[config.mk]
export PLATFORM = sky130hd
export DESIGN_NAME = retire_queue
export DESIGN_NICKNAME = d
export VERILOG_FILES = /design/src/rtl/retire_queue.sv
export SDC_FILE = /design/constraint.sdc
export NUM_CORES = 1
export LEC_CHECK = 0
export ABC_AREA = 1
export CAP_MARGIN = 40
export CELL_PAD_IN_SITES_DETAIL_PLACEMENT = 0
export CELL_PAD_IN_SITES_GLOBAL_PLACEMENT = 1
export CORE_MARGIN = 4
export CORE_UTILIZATION = 45
export CTS_CLUSTER_DIAMETER = 100
export DETAILED_ROUTE_END_ITERATION = 8
export GPL_TIMING_DRIVEN = 0
export PLACE_DENSITY = 0.83
export SLEW_MARGIN = 20
export SYNTH_ARGS = -nofsm -noshare
export SYNTH_HDL_FRONTEND = slang
export SYNTH_SLANG_ARGS = --single-unit
[constraint.sdc]
create_clock -name clk -period 14.9 [get_ports clk]
set_input_delay 4.47 -clock clk [delete_from_list [all_inputs] [get_ports clk]]
set_output_delay 4.47 -clock clk [all_outputs]
set_load 0.02 [all_outputs]
[src/rtl/retire_queue.sv]
// Retirement FIFO between writeback and the trace/difftest harness, with sticky ebreak halt.
// Optional perf counters (instret, cycle) are built when RETIRE_PERF_EN is defined.
module retire_queue #(
  parameter int unsigned XLEN  = 64,
  parameter int unsigned ILEN  = 32,
  parameter int unsigned DEPTH = 4,
  parameter int unsigned CNT_W = 64
) (
  input  logic                     clk,
  input  logic                     rstn,
  input  logic                     in_valid,
  output logic                     in_ready,
  input  logic [XLEN-1:0]          in_pc,
  input  logic [ILEN-1:0]          in_instr,
  input  logic                     in_ebreak,
  output logic                     out_valid,
  input  logic                     out_ready,
  output logic [XLEN-1:0]          out_pc,
  output logic [ILEN-1:0]          out_instr,
  output logic                     out_ebreak,
  output logic                     halted,
  output logic [$clog2(DEPTH):0]   count,
  output logic [CNT_W-1:0]         instret,
  output logic [CNT_W-1:0]         cycle
);

  localparam int unsigned AW = $clog2(DEPTH);

  logic [XLEN-1:0] pc_mem    [DEPTH];
  logic [ILEN-1:0] instr_mem [DEPTH];
  logic            eb_mem    [DEPTH];

  logic [AW:0] wr_ptr;
  logic [AW:0] rd_ptr;
  logic        empty;
  logic        full;
  logic        push;
  logic        pop;

  // Extra pointer MSB separates full from empty when the index bits match.
  assign empty     = (wr_ptr == rd_ptr);
  assign full      = (wr_ptr[AW-1:0] == rd_ptr[AW-1:0]) && (wr_ptr[AW] != rd_ptr[AW]);
  assign in_ready  = !full && !halted;
  assign out_valid = !empty;
  assign push      = rstn && in_valid && in_ready;
  assign pop       = rstn && out_valid && out_ready;
  assign count     = wr_ptr - rd_ptr;

  assign out_pc     = pc_mem[rd_ptr[AW-1:0]];
  assign out_instr  = instr_mem[rd_ptr[AW-1:0]];
  assign out_ebreak = eb_mem[rd_ptr[AW-1:0]];

  always_ff @(posedge clk) begin
    if (!rstn) begin
      wr_ptr <= '0;
      rd_ptr <= '0;
      halted <= 1'b0;
    end else begin
      if (push) wr_ptr <= wr_ptr + (AW+1)'(1);
      if (pop)  rd_ptr <= rd_ptr + (AW+1)'(1);
      if (push && in_ebreak) halted <= 1'b1;
    end
  end

  // Storage is deliberately left unreset.
  always_ff @(posedge clk) begin
    if (push) begin
      pc_mem[wr_ptr[AW-1:0]]    <= in_pc;
      instr_mem[wr_ptr[AW-1:0]] <= in_instr;
      eb_mem[wr_ptr[AW-1:0]]    <= in_ebreak;
    end
  end

`ifdef RETIRE_PERF_EN
  always_ff @(posedge clk) begin
    if (!rstn) begin
      instret <= '0;
      cycle   <= '0;
    end else begin
      if (push)    instret <= instret + CNT_W'(1);
      if (!halted) cycle   <= cycle + CNT_W'(1);
    end
  end
`else
  assign instret = '0;
  assign cycle   = '0;
`endif

endmodule

# Word level (Yosys, flattened, before mapping)
# Memories as Yosys holds them, arrays and structs flattened. A register that Yosys moved wholly into a read port is not among the register bits.
# Index checks and enable logic that the tools add are counted.
[word_totals] output_inout_bits=231 register_bits=7 latchBits=0 memories=3 mem_bits_ro=0 ram_bits=388
[classes] mul=0 shifts=0 n_reduce_logical=10 n_eq_ne=3 div_mod_pow=0 bitwise=0 n_mux=8 order_cmp=0 n_addsub=3
[mem_list] memory="pc_mem" words=4 width=64 read_ports=1 rd_clocked_by_memory_dff=1 write_ports=1 line_no="29" source="logic [XLEN-1:0] pc_mem [DEPTH];"
[mem_list] memory="instr_mem" words=4 width=32 read_ports=1 rd_clocked_by_memory_dff=1 write_ports=1 line_no="30" source="logic [ILEN-1:0] instr_mem [DEPTH];"
[mem_list] memory="eb_mem" words=4 width=1 read_ports=1 rd_clocked_by_memory_dff=1 write_ports=1 line_no="31" source="logic eb_mem [DEPTH];"
[ops] op="two-way mux 2 bit" n=6
[ops] op="logical AND 1 bit" n=7
[ops] op="adder 3 x 1 -> 3 bit (second input constant)" n=2
[ops] op="equality test 3 bit" n=1
[ops] op="logical NOT 1 bit" n=3
[ops] op="subtractor 3 bit" n=1
[ops] op="equality test 2 bit" n=1
[ops] op="two-way mux 1 bit" n=2
[ops] op="!= test 1 bit" n=1

# Longest topological paths before layout
[depth] word_depth=7 ltp_mapped=9 mapped_depth_nobuf=9

# Worst setup path before layout
# Ideal clock, no wire load.
[synth_timing] path_kind="input to register" from="input port in_valid" to="memory eb_mem[0], enable pin" t_required_ns=14.346 setup_ns=0.554 slack_ns=5.465 arrival_ns=8.881 path_stages=4 path_buffers=0 cell_sequence="nand2_1 -> inv_1 -> nand3_1 -> nor2_1"
[synth_between] elab_chain_len=4
[synth_lines] element="from (decl)" line_no="11" source="input logic in_valid,"
[synth_lines] element="logical AND 1 bit (2 in series)" line_no="45" source="assign push = rstn && in_valid && in_ready;"
[synth_lines] element="two-way mux 1 bit" line_no="67" source="if (push) begin"
[synth_lines] element="two-way mux 1 bit (not written as such)" line_no="70" source="eb_mem[wr_ptr[AW-1:0]] <= in_ebreak;"
[synth_lines] element="to (decl)" line_no="31"
# No other way between the ends.

==> flow_summary.yaml <==
cells_and_area:
  finish.utilization: 0.5949
  nets: 1641
  fin_area_um2: 20600
  seq_area_um2: 11830
  multi_input_area_um2: 3119
  drive_above_1_share: 0.1535
  diodes: 0
  fillers: 2672
  area_growth_pct: 29.99
cts:
  cts.repair.resized: 0
  htree_levels: 2
  cts_sinks: 397
  clockRootBuffer: "clkbuf_16"
  clkTransAtPathRegs_ps: 50
  postCtsHoldBufs: 0
  tritoncts: "built"
  cts_buffers: 40
  clock_latency_ps: 520
  post_cts_buffers: 0
  clockBufferDepth: 3
global_route:
  grt_pass1_vias: 9815
  gr-usage-met2: 0.3174
  grt_use_met1: 0.2306
  use_met3: 0.05392
  grt_overflow_total: 0
  top_usage_layer: "met2"
  grt_max_degree: 24
  grt_pass1_wl_um: 54950
  antenna_found_initial: 2
  grt_use_total: 0.1843
pwr:
  vdd_ir_drop_max_uv: 91.65
  clock_power_share: 0.368
  swShare: 0.2277
  total_power_mw: 2.504
  p_switching_mw: 0.5702
  power_frac_seq: 0.504
  combPwrFrac: 0.128
  cellPowerDensity_nw_per_um2: 121.5
  p_leak_nw: 7.520
  p_int_mw: 1.934
sta:
  layout_min_cycle_time_ps: 7458
  fin_skew_ps: 16.08
  fin_crit_sh: 0.5005
  tightest_slew_ps: 790.7
  max_freq_mhz: 134.1
  relSlewSlack: 0.4716
  rsz0062_at_grt: "no"
  slew_violations: 0
  timing.setup.tns_ps: 0
  setup_viol: 0
  whs_ps: 522.3
  final_hold_viol_count: 0
route:
  routed_via_density: 4.910
  vias: 9879
  drt_iter0_drc: 688
  drtPass1Iterations: 5
  drc_errors: 0
  drt_wl_total_um: 37110
  drtAntennaViolNets: 0
  avgRoutedWirePerCell_um: 18.44
setup_path:
  critical_path_class: "reg -> out"
  crit_fanout: 10
  end_kind: "primary output"
  ff2ff_setup_slack_ps: 11810
  start_kind: "register"
  cp_data_required_time_ps: 10430
  critical_path_arrival_ps: 2990
synthesis:
  ys.flop_type: "edfxtp_1"
  ys_ff_latch: 397
  synth_top_area_frac: 0.7352
  yosys_warnings: 0
  yosysSeqAreaShare: 0.7466
  synth_edf_count: 388
  syn_area_per_cell_um2: 13.89
  synthTopCellsByArea: "edfxtp_1, buf_4, nor2_1, o21ai_0, o22ai_1"
  synthDistinctLibCells: 25
  synthCells: 1141
  synth_common_cells: "edfxtp_1, nor2_1, o21ai_0, buf_4, o22ai_1"
  synth_area_um2: 15850
  yosysMostFrequentCell: "edfxtp_1"
  async_flop_share: 0
  synth_largest_area_cell: "edfxtp_1"
floorplanning:
  die-height_um: 195.7
  start_util: 0.4577
  core_um2: 34630
  die_area_um2: 38280
  io_pins: 332
  die_w_um: 195.7
  num_rows: 68
run:
  cap_violations: 0
run_status:
  status: "finished, final reports clean"
place:
  port_buffers: 203
  gp_congestion: 0.7548
  placed_area_um2: 19400
  hpwl_um: 25030
worst_hold_path:
  holdCritPathClass: "reg -> reg"
==> state kept, by name, indices dropped and copies added (netlist names), named ones only <==
register / flops
eb_mem: 4
halted: 1
instr_mem: 128
pc_mem: 256
rd_ptr: 3
wr_ptr: 3
==> cell families (layout without fill, tap and decap cells) <==
| kind of cell | after synthesis | in the layout | synth area share |
|---|---|---|---|
| fa+ha+maj | 8 | 8 | 0.006790 |
| xor+xnor | 2 | 2 | 0.001106 |
| simple gates | 228 | 228 | 0.05511 |
| other cells | 1 | 128 | 0.0002366 |
| compound gates | 297 | 297 | 0.1016 |
| flops | 397 | 397 | 0.7466 |
| buf+inv | 208 | 497 | 0.08858 |
==> cell type report <==
type / count / area share
Buffer: 190 / 0.06475
Inverter: 18 / 0.003401
Clock buffer: 55 / 0.05284
Tap cell: 455 / 0.02764
Sequential cell: 397 / 0.5743
Multi-Input combinational cell: 663 / 0.1514
Timing Repair Buffer: 222 / 0.1200
Clock inverter: 12 / 0.005588
==> worst paths after layout <==
kind                                from                 endpoint  cells past startpoint
setup reg to reg  wr_ptr[0]$_SDFFE_PN0P_  pc_mem[2][20]$_DFFE_PP_                     10
hold / removal    rd_ptr[2]$_SDFFE_PN0P_   rd_ptr[2]$_SDFFE_PN0P_                      2
hold reg to reg   rd_ptr[2]$_SDFFE_PN0P_   rd_ptr[2]$_SDFFE_PN0P_                      2
setup / recovery                register               out_pc[46]                      6
==> cells in the final DEF, fill, tap and decap left out <==
master           instances
a21oi_1                  4
a31oi_1                  2
buf_12                  11
buf_16                   8
buf_2                   19
buf_4                  128
buf_6                   15
bufinv_16                2
clkbuf_1                38
clkbuf_16               41
clkbuf_2                 3
clkbuf_8                 1
clkdlybuf4s50_1        203
clkinv_1                 5
clkinv_2                 2
clkinv_4                 1
conb_1                 128
dfxtp_1                  9
edfxtp_1               388
fa_1                     1
ha_1                     7
inv_1                   16
inv_2                    1
inv_4                    1
inv_6                    2
nand2_1                 18
nand3_1                  7
nand3b_1                 1
nand4_1                  2
nor2_1                 196
nor2_4                   4
o21ai_0                131
o21ai_1                 63
o22ai_1                 97
xnor2_1                  1
xor2_1                   1
==> per-layer routing <==
layer  routed length, um  share of wire
met2               18400           0.50
met4                 742          0.020
met1               14670           0.40
met5                  27        0.00073
met3                3264          0.088
==> per-stage QoR <==
| step | worst slack [ps] | std cells |
|---|---|---|
| 6_report | 7442 | 2012 |
| 3_5_place_dp | 7582 | 1945 |
| 3_3_place_gp | 1425 | 1926 |
| 5_1_grt | 7219 | 2012 |
| 2_1_floorplan | 5465 | 1268 |
| 4_1_cts | 7371 | 2012 |
==> power by group through the flow <==
stage          Clock [mW]  Sequential [mW]  Combinational [mW]
2_1_floorplan           0             1.29               0.173
3_3_place_gp            0             1.29               0.309
3_5_place_dp            0             1.28               0.322
4_1_cts             0.940             1.26               0.323
5_1_grt             0.991             1.26               0.344
6_report            0.921             1.26               0.321
==> worst max-delay path: stages (launching register included) <==
cell             delay (ps)
dfxtp_1                 520
inv_2                   340
buf_6                   200
clkbuf_1                400
o21ai_1                 130
o22ai_1                 210
clkdlybuf4s50_1         660
(Power assumes the default switching activity.)
